[src/rtl/mem_access_pkg.sv]
// Shared types and constants for the load/store unit.
package mem_access_pkg;

    // Word-address width seen by DataMem (byte address minus the two lane bits).
    localparam int WADDR_W = 6;

    localparam logic [2:0] F3_B  = 3'd0;
    localparam logic [2:0] F3_H  = 3'd1;
    localparam logic [2:0] F3_W  = 3'd2;
    localparam logic [2:0] F3_BU = 3'd4;
    localparam logic [2:0] F3_HU = 3'd5;

    typedef enum logic [1:0] {
        S_IDLE = 2'd0,
        S_RD   = 2'd1,
        S_WR   = 2'd2,
        S_RESP = 2'd3
    } state_t;

    // Latched request (the address is kept separately because its width is a parameter).
    typedef struct packed {
        logic        we;
        logic [2:0]  funct3;
        logic [31:0] wdata;
    } req_t;

    // 1 when the request is illegal for its direction or misaligned for its size.
    function automatic logic req_bad(input logic we, input logic [2:0] f3, input logic [1:0] lo);
        logic is_h, is_w, illegal;
        is_h = (f3 == F3_H) || (!we && f3 == F3_HU);
        is_w = (f3 == F3_W);
        if (we) illegal = (f3 > F3_W);
        else    illegal = (f3 == 3'd3) || (f3 == 3'd6) || (f3 == 3'd7);
        return illegal || (is_h && lo[0]) || (is_w && (lo != 2'b00));
    endfunction

endpackage

[src/rtl/mem_lane.sv]
// Byte-lane datapath: load extract/extend and store merge into a captured word.
import mem_access_pkg::*;

module mem_lane #(
    parameter int NUM_LANES = 4
) (
    input  logic [2:0]            funct3,
    input  logic [1:0]            byte_off,
    input  logic [NUM_LANES*8-1:0] word,
    input  logic [31:0]           wdata,
    output logic [31:0]           load_data,
    output logic [NUM_LANES*8-1:0] store_word
);

    logic [31:0] shifted;
    logic [7:0]  sel_b;
    logic [15:0] sel_h;
    logic [31:0] wrep;

    assign shifted = word >> {byte_off, 3'b000};
    assign sel_b   = shifted[7:0];
    assign sel_h   = byte_off[1] ? word[31:16] : word[15:0];
    // Replicate store data so every candidate lane sees the right bytes.
    assign wrep    = (funct3 == F3_B) ? {4{wdata[7:0]}} : {2{wdata[15:0]}};

    // Load result selection with sign or zero extension.
    always_comb begin
        load_data = word;
        case (funct3)
            F3_B:    load_data = {{24{sel_b[7]}}, sel_b};
            F3_BU:   load_data = {24'h0, sel_b};
            F3_H:    load_data = {{16{sel_h[15]}}, sel_h};
            F3_HU:   load_data = {16'h0, sel_h};
            default: load_data = word;
        endcase
    end

    // Per-byte merge: a lane takes store data when the access covers it.
    for (genvar k = 0; k < NUM_LANES; k++) begin : g_lane
        logic be;
        assign be = (funct3 == F3_B) ? (byte_off == 2'(k)) : (byte_off[1] == 1'(k >> 1));
        assign store_word[8*k +: 8] = be ? wrep[8*k +: 8] : word[8*k +: 8];
    end

endmodule

[src/rtl/mem_access_unit.sv]
// Load/store sequencer between the pipeline and a single-port DataMem.
import mem_access_pkg::*;

module mem_access_unit #(
    parameter int ADDR_W = WADDR_W + 2
) (
    input  logic              clk,
    input  logic              rst,
    input  logic              req_valid,
    output logic              req_ready,
    input  logic              req_we,
    input  logic [2:0]        req_funct3,
    input  logic [ADDR_W-1:0] req_addr,
    input  logic [31:0]       req_wdata,
    output logic              resp_valid,
    input  logic              resp_ready,
    output logic [31:0]       resp_rdata,
    output logic              resp_err,
    output logic              mem_read,
    output logic              mem_write,
    output logic [ADDR_W-3:0] mem_addr,
    output logic [31:0]       mem_wdata,
    input  logic [31:0]       mem_rdata
);

    state_t            state, state_n;
    req_t              req_q;
    logic [ADDR_W-1:0] addr_q;
    logic [31:0]       rword_q;
    logic [31:0]       rdata_q;
    logic              err_q;
    logic              bad;
    logic [31:0]       lane_word;
    logic [31:0]       load_data;
    logic [31:0]       store_word;

    assign bad = req_bad(req_we, req_funct3, req_addr[1:0]);

    // In RD the live DataMem word feeds the lane logic; afterwards the captured copy does.
    assign lane_word = (state == S_RD) ? mem_rdata : rword_q;

    mem_lane u_lane (
        .funct3     (req_q.funct3),
        .byte_off   (addr_q[1:0]),
        .word       (lane_word),
        .wdata      (req_q.wdata),
        .load_data  (load_data),
        .store_word (store_word)
    );

    // State register.
    always_ff @(posedge clk) begin
        if (rst) state <= S_IDLE;
        else     state <= state_n;
    end

    // Next-state: sw goes straight to WR, sub-word stores read first to merge.
    always_comb begin
        state_n = state;
        case (state)
            S_IDLE: if (req_valid) begin
                if (bad)                       state_n = S_RESP;
                else if (!req_we)              state_n = S_RD;
                else if (req_funct3 == F3_W)   state_n = S_WR;
                else                           state_n = S_RD;
            end
            S_RD:   state_n = req_q.we ? S_WR : S_RESP;
            S_WR:   state_n = S_RESP;
            S_RESP: if (resp_ready) state_n = S_IDLE;
            default: state_n = S_IDLE;
        endcase
    end

    // Request latch, read capture and response registers.
    always_ff @(posedge clk) begin
        if (rst) begin
            req_q   <= '0;
            addr_q  <= '0;
            rword_q <= '0;
            rdata_q <= '0;
            err_q   <= 1'b0;
        end else begin
            case (state)
                S_IDLE: if (req_valid) begin
                    req_q   <= '{we: req_we, funct3: req_funct3, wdata: req_wdata};
                    addr_q  <= req_addr;
                    rdata_q <= '0;
                    err_q   <= bad;
                end
                S_RD: begin
                    rword_q <= mem_rdata;
                    if (!req_q.we) rdata_q <= load_data;
                end
                default: ;
            endcase
        end
    end

    // DataMem strobes are gated by reset so a reset during WR never writes.
    always_comb begin
        mem_read  = (state == S_RD) && !rst;
        mem_write = (state == S_WR) && !rst;
        mem_addr  = '0;
        mem_wdata = '0;
        if (state == S_RD || state == S_WR) mem_addr = addr_q[ADDR_W-1:2];
        if (state == S_WR) mem_wdata = (req_q.funct3 == F3_W) ? req_q.wdata : store_word;
    end

    assign req_ready  = (state == S_IDLE) && !rst;
    assign resp_valid = (state == S_RESP);
    assign resp_rdata = rdata_q;
    assign resp_err   = err_q;

endmodule
[config.mk]
export PLATFORM = sky130hd
export DESIGN_NAME = mem_access_unit
export DESIGN_NICKNAME = d
export VERILOG_FILES = /design/src/rtl/mem_access_pkg.sv /design/src/rtl/mem_lane.sv /design/src/rtl/mem_access_unit.sv
export SDC_FILE = /design/constraint.sdc
export NUM_CORES = 1
export LEC_CHECK = 0
export BUFFER_PORTS_ARGS = -buffer_cell sky130_fd_sc_hd__buf_2
export CAP_MARGIN = 20
export CORE_ASPECT_RATIO = 1.25
export CORE_MARGIN = 2
export CORE_UTILIZATION = 43
export CTS_CLUSTER_SIZE = 16
export DETAILED_ROUTE_END_ITERATION = 16
export GPL_ROUTABILITY_DRIVEN = 0
export MAX_ROUTING_LAYER = met4
export PLACE_DENSITY = 0.78
export SKIP_LAST_GASP = 1
export SLEW_MARGIN = 20
export SYNTH_ARGS = -nofsm -noshare
export SYNTH_HDL_FRONTEND = slang
export SYNTH_SLANG_ARGS = --single-unit
[constraint.sdc]
create_clock -name clk -period 2.6 [get_ports clk]
set_clock_uncertainty 0.05 [all_clocks]
set_input_delay 0.26 -clock clk [delete_from_list [all_inputs] [get_ports clk]]
set_output_delay 0.26 -clock clk [all_outputs]
set_load 0.01 [all_outputs]
Yosys cells after proc, flatten, opt, wreduce, memory -nomap -nowiden
Cells that the tools add are included.

Bits in registers: 111. Input bits: 80. Output and inout bits: 75. Logic and storage cells: 78.

Magnitude comparators: 1. Eq/ne operators: 19. Shift-type cells: 1. Multiplexer cells: 26. Bitwise operators: 1. Reductions and logical operators: 22.

Operator list (count): 2-to-1 mux 32 bit (6); one-hot mux 32 bit (4 select lines) (1); one-hot mux 32 bit (2 select lines) (1); 2-to-1 mux 8 bit (4); >> shifter 32 x 5 -> 8 bit (1); 2-to-1 mux 16 bit (1); == test 3 bit, second input constant (5); 2-to-1 mux 2 bit (5); == test 3 x 2 -> 1 bit, second input constant (3); == test 2 bit, second input constant (4); one-hot mux 2 bit (4 select lines) (1); == test 3 x 1 -> 1 bit, second input constant (2); logical AND 1 bit (6); logical OR 1 bit (6); 2-to-1 mux 1 bit (6); 2-to-1 mux 6 bit (1); == test 2 x 1 -> 1 bit, second input constant (2); zero test 2 bit (2); inequality test 2 bit, second input constant (2); AND reduction 2 bit (2); nonzero test 2 bit (2); greater-than comparator 3 x 2 -> 1 bit, second input constant (1); zero test 3 bit (1); AND reduction 3 bit (1); 3 further kinds (4).

Depth between registers and ports, before layout
Depth in word-level cells: 9. Mapped depth: 10. Mapped depth without buffers: 6.

Cells and area by module
Synthesis repeated with hierarchy kept, for this count alone.

Cell total of the unflattened synthesis: 749. Area, all modules: 6039.5 µm².

Modules (own cells, without submodules): mem_access_unit (times used 1, cells an instance 588, area an instance 4842.1 µm², sequential area each 2222.1 µm²); mem_lane (times used 1, cells an instance 161, area an instance 1197.4 µm², sequential area each 0.0 µm²).

Worst setup path after synthesis
No wires, ideal clock.

Kind: reg-to-output. Start: register state[1]. End: output port mem_wdata[25]. Arrival: 1.822 ns. Data required time: 2.290 ns. Slack: 0.468 ns. Cell stages (with the launch flop): 9. Buffers on the path: 4. Cell sequence: dfxtp_1 inv_1 ha_1 buf_6 buf_8 buf_4 buf_4 mux2i_1 a221oi_1.

Cells in the longest elaborated chain, start to end: 5. Elaborated cells on any way between the ends: 6. Those cells by class: eq/ne (2); mux (4).

Ends and longest elaborated chain: start: declaration (line mem_access_unit.sv:26) `state_t state, state_n;`; start signal: assignment (line mem_access_unit.sv:54) `else state <= state_n;`; == test 2 x 1 -> 1 bit (line mem_access_unit.sv:40) `assign lane_word = (state == S_RD) ? mem_rdata : rword_q;`; 2-to-1 mux 32 bit; 2-to-1 mux 8 bit (line mem_lane.sv:42) `assign store_word[8*k +: 8] = be ? wrep[8*k +: 8] : word[8*k +: 8];`; 2-to-1 mux 32 bit (line mem_access_unit.sv:106) `if (state == S_WR) mem_wdata = (req_q.funct3 == F3_W) ? req_q.wdata : store_word;`; 2-to-1 mux 32 bit * (line mem_access_unit.sv:106); end: declaration (line mem_access_unit.sv:22) `output logic [31:0] mem_wdata,`.

Every way passes the cells marked *; elsewhere a longest branch is shown, timed or not.

Worst setup path in the final report
Start: register state[1]. End: output port mem_wdata[17].

Same word-level chain as after synthesis.

==> impl_metrics.toml <==
[synth]
synth_ff_type = "dfxtp_1"
syn_avg_cell_area_um2 = 8.49
synth_nets = 744
ys_seq_area_frac = 0.397
syn_area_mm2 = 0.00560
ys_seq_elements = 111
synth_area_leaders = "dfxtp_1 (40%), nand2_1 (7.6%), a21oi_1 (6.4%)"
synth-simple-area-share = 0.193
synthCells = 659
synth_edf_count = 0
yosys.cell_types.count = 56
post-synth-top-count-cell = "nand2_1"
yosys.area.top_type = "dfxtp_1"
synth_top_family_by_area = "compound AO/OA/AOI/OAI gates"
synth-async-reset-ratio = 0
synth_mux_area_frac = 0.0906
synth_common_cells = "nand2_1 (114), dfxtp_1 (111), a21oi_1 (72)"
synth_compound_area_frac = 0.243
synth-xor-area-share = 0
synth-adder-area-share = 0.0112
ys.warnings.count = 0
synth_top_cell_area_share = 0.397

[setup_path]
cp_max_fo = 30
required_ns = 2.29
crit_path_top_delay_cell = "mux2_2"
setup.worst_path.class = "flop to output pin"
cp_num_buf_inv = 3
worst_r2r_path_depth = 7
slowest_delay_ns = 0.44
cp-start-kind = "flop"
path_cells = "inv_1, ha_4, buf_12, mux2_2, o211ai_2, a21oi_1, buf_2"
end_kind = "output pin"
r2r-start = "state[1]"
crit_family = "buffers and inverters"
critPathArrivalTime_ns = 2.21
rr_endpoint = "resp_rdata[20]"
r2r_slack_ns = 0.33

[global_routing]
grt_util_all_layers = 0.259
grt_use_met3 = 0.0387
grtUsageMet2 = 0.399
antenna_found_initial = 0
grt_pass1_vias = 5269
met1_usage = 0.319
grt_pass1_wl_mm = 27.7
gr-total-overflow = 0
grt_busiest_layer = "met2"
grt_max_degree = 59

[outcome]
status = "complete, no violations"

[floorplanning]
die_area_mm2 = 0.0139
row_count = 46
die_y_um = 132
start_util = 0.440
io_pins = 155
core_area_mm2 = 0.0127
die_w_um = 106

[timing]
drv_slew = 0
tightest_slew_ns = 0.625
period_needed_ns = 2.52
rsz0062_at_grt = "false"
fin_tns_setup_ns = 0
fmax_mhz = 397
hold_viol = 0
fin_crit_sh = 0.970
finalSetupViolations = 0
timing.slew.headroom = 0.583

[clocking]
cts_buffers = 9
cts_sinks = 111
cts_root_buffer = "clkbuf_16"
path_clk_slew_ns = 0.08
cts_tree = "yes"
cts.path.max_buffers = 2
clock_latency_ns = 0.35
postCtsHoldBufs = 0
ctsHtreeMaxLevel = 3
cts_setup_buffers = 0

[power_and_ir_drop]
leakage_nw = 2.99
power_density_mw_per_mm2 = 1010
ir_drop_mv = 0.408

[min_path]
hold-path-cell-count = 3
hold_start = "req_wdata[11]"
hold_class = "input port to flop"
holdPathEnd = "req_q[11]"

[drt]
initialDrtViolationCount = 430
ant_nets = 0
wl_per_cell_um = 18.3
num_vias = 5660
routed_via_density = 5.81
routed_wl_mm = 17.9
firstDrtPassIters = 5
remaining_drc_errors = 0

[finish]
design_area_mm2 = 0.00694
drive_gt1_frac = 0.298
utilization = 0.545
area_growth_pct = 24.0
n_antenna_cell = 0
nNetsFinal = 886

[place]
hpwl_mm = 13.4
placed_area_mm2 = 0.00659
numPortBuffers = 154

[run]
cap_viol_max_count = 0
metrics by stage:
stage | instances | hold WS, ns | power (mW) | setup slack (ns)
CTS | 974 | 0.0775 | 6.95 | 0.0787
global placement | 958 | 0.388 | 5.35 | 0.328
floorplan | 659 | 0.346 | 4.33 | 0.468
finish | 974 | 0.0847 | 6.97 | 0.0779
detailed placement | 958 | 0.393 | 5.40 | 0.266
global route | 974 | 0.0850 | 7.34 | 0.0190
registers in the layout (all words and copies together) (netlist names):
name and flops:
resp_rdata 32, addr_q 8, state 2, req_q 36, rword_q 32, resp_err 1
layout make-up:
| class | count | area, um2 |
|---|---|---|
| fill | 1224 | 5780 |
| multi-input combinational | 473 | 3030 |
| sequential | 111 | 2220 |
| timing repair buffer | 190 | 1080 |
| clock buffer | 9 | 225 |
| tap | 168 | 210 |
| clock inverter | 7 | 111 |
| inverter | 16 | 60.1 |
placed cells by master, fill, tap and decap left out, types with 3 or more instances in the layout:
cell type | netlist | layout
nand3b_1 | 8 | 8
buf_2 | 10 | 154
a211oi_1 | 8 | 8
a221oi_1 | 14 | 14
a22o_1 | 5 | 5
buf_4 | 5 | 33
o21a_1 | 4 | 3
nand3_1 | 22 | 22
a31oi_1 | 5 | 5
mux2_2 | 9 | 9
a32oi_1 | 23 | 23
dfxtp_1 | 111 | 110
nand2_1 | 114 | 114
a32o_1 | 4 | 4
a21oi_1 | 72 | 72
buf_12 | 0 | 3
and2_1 | 15 | 15
o2bb2ai_1 | 5 | 5
clkbuf_16 | 0 | 9
nor2b_1 | 7 | 7
nand2b_1 | 4 | 4
inv_6 | 0 | 3
o21ai_0 | 12 | 12
inv_1 | 14 | 14
o22ai_1 | 11 | 11
mux2i_1 | 27 | 27
o221ai_1 | 9 | 9
nor3_1 | 8 | 8
o211ai_2 | 8 | 8
mux4_2 | 5 | 5
ha_1 | 5 | 4
nor2_1 | 42 | 42
cells by family (layout without fill, tap and decap cells):
family | after synthesis | count (layout)
AND/OR/NAND/NOR | 232 | 232
AO/OA/AOI/OAI | 194 | 194
flip-flops | 111 | 111
buffers and inverters | 75 | 222
multiplexers | 42 | 42
adder cells (fa/ha/maj) | 5 | 5
how the worst max path moves through the flow:
| stage | cells after the start | from | slack (ns) | endpoint |
|---|---|---|---|---|
| 2_1_floorplan | 8 | state[1] | 0.47 | mem_wdata[25] |
| 3_3_place_gp | 7 | state[1] | 0.33 | resp_rdata[20] |
| 3_5_place_dp | 7 | state[1] | 0.27 | resp_rdata[20] |
| 4_1_cts | 7 | state[1] | 0.08 | mem_wdata[17] |
| 5_1_grt | 6 | state[1] | 0.02 | mem_wdata[29] |
| 6_report | 7 | state[1] | 0.08 | mem_wdata[17] |
report_power, final:
| part | switching (mW) | internal, mW |
|---|---|---|
| clock network | 0.680 | 0.866 |
| logic | 1.90 | 1.25 |
| registers | 0.247 | 2.04 |
| total | 2.82 | 4.15 |
routing by layer:
| metal | wire, um | part of all wire | vias to the layer above |
|---|---|---|---|
| li1 | - | - | 2680 |
| met1 | 7200 | 0.40 | 2622 |
| met2 | 8370 | 0.47 | 288 |
| met3 | 1250 | 0.070 | 70 |
| met4 | 1040 | 0.058 | 0 |
| met5 | 0 | 0 | - |
worst register-to-register path, cell delays in order, from the launching register on:
cell and delay, ns:
dfxtp_1 0.34, inv_1 0.14, ha_4 0.24, buf_12 0.24, nand2b_4 0.09, nor4_1 0.38
nand4_2 0.48, nand3_1 0.24
what timing repair did:
action,in CTS,in global routing
endpoints found under the setup margin,1,9
gates resized for setup,1,2
endpoints found under the hold margin,0,0
No activity file was read; power rests on OpenSTA's default activity.
